**config.mk**
```make
export PLATFORM = sky130hd
export DESIGN_NAME = cfs_event_detect_flat
export DESIGN_NICKNAME = d
export VERILOG_FILES = /design/src/rtl/cfs_event_detect_pkg.sv /design/src/rtl/cfs_event_detect_if.sv /design/src/rtl/cfs_event_detect_chan.sv /design/src/rtl/cfs_event_detect.sv /design/src/flat_wrapper.sv
export SDC_FILE = /design/constraint.sdc
export NUM_CORES = 1
export LEC_CHECK = 0
export ABC_CLOCK_PERIOD_IN_PS = 2700
export CAP_MARGIN = 40
export CORE_ASPECT_RATIO = 2
export CORE_MARGIN = 5
export CORE_UTILIZATION = 39
export CTS_BUF_LIST = sky130_fd_sc_hd__clkbuf_8
export DETAILED_ROUTE_END_ITERATION = 16
export PLACE_DENSITY = 0.73
export SLEW_MARGIN = 30
export SYNTH_ARGS = -nofsm -noshare
export SYNTH_HDL_FRONTEND = slang
export SYNTH_SLANG_ARGS = --single-unit
export TNS_END_PERCENT = 20
```
**constraint.sdc**
```tcl
create_clock -name clk -period 2.7 [get_ports clk]
set_clock_uncertainty 0.2 [all_clocks]
set_input_delay 0.54 -clock clk [delete_from_list [all_inputs] [get_ports clk]]
set_output_delay 0.54 -clock clk [all_outputs]
set_load 0.01 [all_outputs]
```
**src/rtl/cfs_event_detect_pkg.sv**
```systemverilog
// cfs_event_detect_pkg: edge-mode encoding and parameter limits for the event detector
package cfs_event_detect_pkg;
  typedef enum logic [1:0] {OFF = 2'b00, RISE = 2'b01, FALL = 2'b10, BOTH = 2'b11} edge_mode_t;
  localparam int WIDTH_MIN = 1;
  localparam int WIDTH_MAX = 32;
  localparam int SYNC_MAX = 4;
  localparam int FILTER_MIN = 1;
  localparam int FILTER_MAX = 255;
endpackage

```
**src/rtl/cfs_event_detect_if.sv**
```systemverilog
// cfs_event_detect_if: channel inputs, controls and event outputs of the detector
interface cfs_event_detect_if #(parameter int WIDTH = 8);
  logic [WIDTH-1:0] data;
  logic [2*WIDTH-1:0] mode;
  logic [WIDTH-1:0] irq_en;
  logic [WIDTH-1:0] clr;
  logic [WIDTH-1:0] level;
  logic [WIDTH-1:0] detected;
  logic [WIDTH-1:0] status;
  logic [WIDTH-1:0] ovf;
  logic irq;
  modport master (output data, mode, irq_en, clr, input level, detected, status, ovf, irq);
  modport slave (input data, mode, irq_en, clr, output level, detected, status, ovf, irq);
endinterface

```
**src/rtl/cfs_event_detect_chan.sv**
```systemverilog
// cfs_event_detect_chan: one channel - synchroniser, debounce filter, edge qualify, sticky status/ovf
module cfs_event_detect_chan
  import cfs_event_detect_pkg::*;
#(
  parameter int SYNC_STAGES = 2,
  parameter int FILTER_LEN = 4,
  parameter logic RESET_VAL = 1'b0
) (
  input  logic       clk,
  input  logic       reset_n,
  input  logic       data_i,
  input  edge_mode_t mode_i,
  input  logic       clr_i,
  output logic       level_o,
  output logic       detected_o,
  output logic       status_o,
  output logic       ovf_o
);
  localparam int CW = $clog2(FILTER_LEN + 1);
  if (SYNC_STAGES < 0 || SYNC_STAGES > SYNC_MAX) begin : g_bad_sync
    $error("SYNC_STAGES out of range");
  end
  if (FILTER_LEN < FILTER_MIN || FILTER_LEN > FILTER_MAX) begin : g_bad_filter
    $error("FILTER_LEN out of range");
  end
  logic sync_w;
  if (SYNC_STAGES == 0) begin : g_nosync
    assign sync_w = data_i;
  end else begin : g_sync
    logic [SYNC_STAGES-1:0] sync_q;
    always_ff @(posedge clk or negedge reset_n)
      if (!reset_n) sync_q <= {SYNC_STAGES{RESET_VAL}};
      else sync_q <= SYNC_STAGES'({sync_q, data_i});
    assign sync_w = sync_q[SYNC_STAGES-1];
  end
  logic [CW-1:0] cnt_q, cnt_d;
  logic level_q, level_d, det_q, det_d, status_q, status_d, ovf_q, ovf_d;
  logic diff, fire, match;
  always_comb begin
    diff = sync_w != level_q;
    fire = diff && cnt_q == CW'(FILTER_LEN - 1);
    match = sync_w ? (mode_i == RISE || mode_i == BOTH) : (mode_i == FALL || mode_i == BOTH);
    cnt_d = (diff && !fire) ? cnt_q + CW'(1) : '0;
    level_d = fire ? sync_w : level_q;
    det_d = fire && match;
    // a new event outranks a same-cycle clear
    status_d = det_q | (status_q & ~clr_i);
    ovf_d = (det_q & status_q) | (ovf_q & ~clr_i);
  end
  always_ff @(posedge clk or negedge reset_n)
    if (!reset_n) begin
      cnt_q <= '0;
      level_q <= RESET_VAL;
      det_q <= 1'b0;
      status_q <= 1'b0;
      ovf_q <= 1'b0;
    end else begin
      cnt_q <= cnt_d;
      level_q <= level_d;
      det_q <= det_d;
      status_q <= status_d;
      ovf_q <= ovf_d;
    end
  assign level_o = level_q;
  assign detected_o = det_q;
  assign status_o = status_q;
  assign ovf_o = ovf_q;
endmodule

```
**src/rtl/cfs_event_detect.sv**
```systemverilog
// cfs_event_detect: WIDTH independent debounced edge-detect channels with a registered irq
module cfs_event_detect
  import cfs_event_detect_pkg::*;
#(
  parameter int WIDTH = 8,
  parameter int SYNC_STAGES = 2,
  parameter int FILTER_LEN = 4,
  parameter logic RESET_VAL = 1'b0
) (
  input logic clk,
  input logic reset_n,
  cfs_event_detect_if.slave bus
);
  if (WIDTH < WIDTH_MIN || WIDTH > WIDTH_MAX) begin : g_bad_width
    $error("WIDTH out of range");
  end
  logic [WIDTH-1:0] level_w, det_w, status_w, ovf_w;
  logic irq_q, irq_d;
  for (genvar i = 0; i < WIDTH; i++) begin : g_chan
    cfs_event_detect_chan #(
      .SYNC_STAGES(SYNC_STAGES),
      .FILTER_LEN(FILTER_LEN),
      .RESET_VAL(RESET_VAL)
    ) u_chan (
      .clk(clk),
      .reset_n(reset_n),
      .data_i(bus.data[i]),
      .mode_i(edge_mode_t'(bus.mode[2*i +: 2])),
      .clr_i(bus.clr[i]),
      .level_o(level_w[i]),
      .detected_o(det_w[i]),
      .status_o(status_w[i]),
      .ovf_o(ovf_w[i])
    );
  end
  always_comb irq_d = |(status_w & bus.irq_en);
  always_ff @(posedge clk or negedge reset_n)
    if (!reset_n) irq_q <= 1'b0;
    else irq_q <= irq_d;
  assign bus.level = level_w;
  assign bus.detected = det_w;
  assign bus.status = status_w;
  assign bus.ovf = ovf_w;
  assign bus.irq = irq_q;
endmodule

```
**src/flat_wrapper.sv**
```systemverilog
// flat-port wrapper written by rule: the top's interface ports become plain ports
module cfs_event_detect_flat import cfs_event_detect_pkg::*;
#(
  parameter int WIDTH = 8,
  parameter int SYNC_STAGES = 2,
  parameter int FILTER_LEN = 4,
  parameter logic RESET_VAL = 1'b0
)
  (clk, reset_n, bus_data, bus_mode, bus_irq_en, bus_clr, bus_level, bus_detected, bus_status, bus_ovf, bus_irq);
  cfs_event_detect_if #(.WIDTH(WIDTH)) bus_i ();
  input logic clk;
  input logic reset_n;
  input wire logic [$bits(bus_i.data)-1:0] bus_data;
  input wire logic [$bits(bus_i.mode)-1:0] bus_mode;
  input wire logic [$bits(bus_i.irq_en)-1:0] bus_irq_en;
  input wire logic [$bits(bus_i.clr)-1:0] bus_clr;
  output wire logic [$bits(bus_i.level)-1:0] bus_level;
  output wire logic [$bits(bus_i.detected)-1:0] bus_detected;
  output wire logic [$bits(bus_i.status)-1:0] bus_status;
  output wire logic [$bits(bus_i.ovf)-1:0] bus_ovf;
  output wire logic [$bits(bus_i.irq)-1:0] bus_irq;
  assign bus_i.data = bus_data;
  assign bus_i.mode = bus_mode;
  assign bus_i.irq_en = bus_irq_en;
  assign bus_i.clr = bus_clr;
  assign bus_level = bus_i.level;
  assign bus_detected = bus_i.detected;
  assign bus_status = bus_i.status;
  assign bus_ovf = bus_i.ovf;
  assign bus_irq = bus_i.irq;
  cfs_event_detect #(.WIDTH(WIDTH), .SYNC_STAGES(SYNC_STAGES), .FILTER_LEN(FILTER_LEN), .RESET_VAL(RESET_VAL)) u_core (.clk(clk), .reset_n(reset_n), .bus(bus_i));
endmodule
```
==> impl_metrics.prom <==
# TYPE chip_impl_metric gauge
chip_impl_info{name="top_signal_layer_used",value="met4"} 1
chip_impl_info{name="tritoncts_clock_tree",value="yes"} 1
chip_impl_metric{name="synthesis.area",unit="mm²"} 0.003014
chip_impl_metric{name="worst-endpoint-arrival",unit="ns"} 1.35
chip_impl_metric{name="period_needed",unit="ns"} 2.086
chip_impl_metric{name="h-tree-depth",unit=""} 3
chip_impl_metric{name="antenna_found_initial",unit=""} 0
chip_impl_metric{name="static-leakage-power",unit="nW"} 1.772
chip_impl_info{name="crit_path_start",value="u_core.g_chan[1].u_chan.status_o"} 1
chip_impl_info{name="worstReg2RegStart",value="u_core.g_chan[2].u_chan.cnt_q[0]"} 1
chip_impl_info{name="timing.setup.critical_path_class",value="register to output port"} 1
chip_impl_info{name="crit_slowest_cell",value="sky130_fd_sc_hd__clkdlybuf4s50_1"} 1
chip_impl_metric{name="cp_slowest_stage_delay",unit="ns"} 0.57
chip_impl_info{name="worstSetupStartpointType",value="register"} 1
chip_impl_metric{name="die_area",unit="mm²"} 0.009694
chip_impl_metric{name="first_global_vias",unit=""} 1849
chip_impl_metric{name="cts.clk_slew.worst_paths",unit="ns"} 0.08
chip_impl_metric{name="vias",unit=""} 1760
chip_impl_metric{name="via_per_inst",unit=""} 4.681
chip_impl_metric{name="crit_required",unit="ns"} 1.96
chip_impl_metric{name="route.antenna.remaining_nets",unit=""} 0
chip_impl_metric{name="remaining_drc_errors",unit=""} 0
chip_impl_info{name="setup.worst_path.end_class",value="output port"} 1
chip_impl_metric{name="clock-sinks",unit=""} 73
chip_impl_metric{name="wl",unit="µm"} 5149
chip_impl_metric{name="postSynthCellCount",unit=""} 222
chip_impl_metric{name="ys.warnings.count",unit=""} 0
chip_impl_metric{name="postSynthAreaPerCell",unit="µm²"} 13.58
chip_impl_metric{name="clockPowerShare",unit=""} 0.288
chip_impl_info{name="run_status",value="finished clean"} 1
chip_impl_info{name="cp_cell_sequence",value="clkdlybuf4s50_1"} 1
chip_impl_metric{name="synthesis.nets",unit=""} 280
chip_impl_metric{name="io_buffer_count",unit=""} 74
chip_impl_metric{name="grt_overflow",unit=""} 0
chip_impl_metric{name="p_seq_frac",unit=""} 0.460
chip_impl_metric{name="hold_violation_total_from_the_final_report",unit=""} 0
chip_impl_metric{name="met2WireLength",unit="µm"} 2668
chip_impl_metric{name="grt_first_pass_wirelength",unit="µm"} 8687
chip_impl_metric{name="grt_use_total",unit=""} 0.1197
chip_impl_metric{name="io-pin-count",unit=""} 75
chip_impl_info{name="hp-class",value="register to register"} 1
chip_impl_metric{name="fp-row-count",unit=""} 45
chip_impl_metric{name="power_frac_comb",unit=""} 0.252
chip_impl_metric{name="timing.fmax",unit="GHz"} 0.4793
chip_impl_metric{name="drt_first_iter_violations",unit=""} 33
chip_impl_metric{name="met3_wirelength",unit="µm"} 369
chip_impl_metric{name="cts_max_path_buffers",unit=""} 2
chip_impl_metric{name="maximum_number_of_pins_on_one_net_before_global_route_repair",unit=""} 38
chip_impl_metric{name="initial_utilization",unit=""} 0.3965
chip_impl_metric{name="n_antenna_cell",unit=""} 0
chip_impl_metric{name="critical_path_buf_inv_count",unit=""} 1
chip_impl_metric{name="synth_cell_type_count",unit=""} 14
chip_impl_metric{name="power.total",unit="mW"} 3.202
chip_impl_metric{name="cap_viol_max_count",unit=""} 0
chip_impl_metric{name="drt_pass1_iterations",unit=""} 3
chip_impl_info{name="root_buffer",value="sky130_fd_sc_hd__clkbuf_8"} 1
chip_impl_info{name="timing.critical_path.max_delay_family",value="buffers and inverters"} 1
chip_impl_info{name="leading_cell_types_in_the_layout_fill_and_taps_excluded",value="73 x sky130_fd_sc_hd__clkdlybuf4s50_1, 73 x sky130_fd_sc_hd__dfrtp_1, 17 x sky130_fd_sc_hd__inv_1"} 1
chip_impl_metric{name="finalSetupViolCount",unit=""} 0
chip_impl_metric{name="power_per_cell_area",unit="mW/mm²"} 825.6
chip_impl_metric{name="worst_skew_pair.late_latency",unit="ns"} 0.35
chip_impl_metric{name="timing.hold.ws",unit="ns"} 0.1402
chip_impl_metric{name="die_w",unit="µm"} 72.17
chip_impl_metric{name="placed_cell_count",unit=""} 359
chip_impl_metric{name="stdcell_count",unit=""} 376
chip_impl_metric{name="placeableCoreArea",unit="mm²"} 0.007601
chip_impl_info{name="grt_setup_unrepaired",value="false"} 1
chip_impl_metric{name="die_y",unit="µm"} 134.3
chip_impl_metric{name="ir_drop",unit="µV"} 503.1
chip_impl_metric{name="cts_made_buffers",unit=""} 9
chip_impl_metric{name="net-switching-power",unit="mW"} 0.8814
chip_impl_metric{name="final_layout_size_suffix_gt1_frac",unit=""} 0.08865
chip_impl_metric{name="drt-met1-wl",unit="µm"} 1937
chip_impl_metric{name="max-slew-margin-rel",unit=""} 0.6802
chip_impl_metric{name="sw_frac_of_total",unit=""} 0.2753
chip_impl_metric{name="timing_worst_slew_pin_value",unit="ns"} 0.4796
chip_impl_metric{name="route.detailed.wl_per_inst",unit="µm"} 13.69
chip_impl_metric{name="synth_seq_area_share",unit=""} 0.6061
chip_impl_metric{name="tns",unit="ns"} 0
chip_impl_metric{name="nNetsFinal",unit=""} 335
chip_impl_metric{name="ys_seq_elements",unit=""} 73
chip_impl_metric{name="dp_hpwl",unit="µm"} 3934
chip_impl_metric{name="min_period_over_period",unit=""} 0.7728
chip_impl_metric{name="last_weighted_congestion_value_of_the_routability_driven_placer",unit=""} 0.6759
chip_impl_info{name="hold_path.startpoint",value="u_core.g_chan[3].u_chan.g_sync.sync_q[0]"} 1
chip_impl_metric{name="area.growth.synth_to_final",unit="%"} 28.68
chip_impl_metric{name="internal_power",unit="mW"} 2.321
chip_impl_metric{name="timing_max_transition_violations_final",unit=""} 0
chip_impl_metric{name="critPathMaxFanout",unit=""} 4
path summary, 6_finish.rpt:
| path | to | depth (start not counted) | slack [ns] |
|---|---|---|---|
| max in group asynchronous | u_core.g_chan[1].u_chan.g_sync.sync_q[1] | 3 | 1.24 |
| max | bus_status[1] | 1 | 0.61 |
| min in group asynchronous | u_core.g_chan[4].u_chan.detected_o | 2 | 0.49 |
| min reg2reg | u_core.g_chan[3].u_chan.g_sync.sync_q[1] | 0 | 0.14 |
| min | u_core.g_chan[3].u_chan.g_sync.sync_q[1] | 0 | 0.14 |
| max reg2reg | u_core.g_chan[2].u_chan.level_o | 3 | 1.19 |
area by class of cell:
type	instances	area, µm²
Sequential cell	73	1827
Clock inverter	7	95.09
Multi-Input combinational cell	101	887.1
Fill cell	692	3722
Tap cell	94	117.6
Timing Repair Buffer	76	768.2
Inverter	16	60.06
Clock buffer	9	123.9
what timing repair did:
item                       in CTS  in global routing
buffers inserted                0                  0
resized for setup               0                  0
hold endpoints to repair       36                  0
hold buffers                    1                  0
setup endpoints to repair       0                  0
cells in the mapped netlist, drive strengths merged:
cell type,count,share of area
dfrtp,73,0.61
buf,32,0.080
ha,16,0.066
inv,16,0.020
nand3b,16,0.040
nor3,16,0.027
a21boi,8,0.020
a21o,8,0.020
a22o,8,0.023
mux2,8,0.030
nor3b,8,0.033
xnor2,8,0.023
a22oi,4,0.010
nand4,1,0.0021
state kept, by name (all words and copies together), names as in the netlist:
signal and flops:
u_core.g_chan.u_chan.detected_o 8, u_core.g_chan.u_chan.level_o 8, u_core.bus.irq 1, u_core.g_chan.u_chan.status_o 8
u_core.g_chan.u_chan.cnt_q 24, u_core.g_chan.u_chan.g_sync.sync_q 16, u_core.g_chan.u_chan.ovf_o 8
worst register-to-register path: cells and delay by family, from the launching register on:
kind,cells,cell delay [ns]
muxes,1,0.33
adders and majority gates,2,0.47
DFF,1,0.39
cell families after synthesis:
group                    count (synthesis)  share of synthesized area
AO/OA/AOI/OAI                           28                    0.07306
XOR/XNOR                                 8                    0.02325
adder cells (fa/ha/maj)                 16                    0.06642
buffers and inverters                   48                    0.09963
flip-flops                              73                     0.6061
multiplexers                             8                    0.02989
AND/OR/NAND/NOR                         41                     0.1017
power groups by stage:
stage / registers [mW] / logic [mW] / clock network, mW
finish: 1.47 / 0.806 / 0.922
global route: 1.51 / 0.907 / 1.00
floorplan: 1.47 / 0.595 / 0
detailed placement: 1.50 / 0.824 / 0
global placement: 1.49 / 0.797 / 0
CTS: 1.48 / 0.831 / 0.963
routing by layer:
metal | up-vias | track usage
met2 | 58 | 0.1919
met1 | 845 | 0.1358
met3 | 11 | 0.02251
li1 | 846 | -
met5 | - | 0
met4 | 0 | 0.09414
through the flow:
step	setup WS, ns	cell area (µm²)	utilization
floorplan	1.275	3014	-
CTS	0.5720	3879	0.5103
finish	0.6136	3879	0.5103
global placement	0.9847	3630	0.4775
detailed placement	0.9775	3650	0.4802
global route	0.5449	3879	0.5103
No activity file was read; power rests on OpenSTA's default activity.
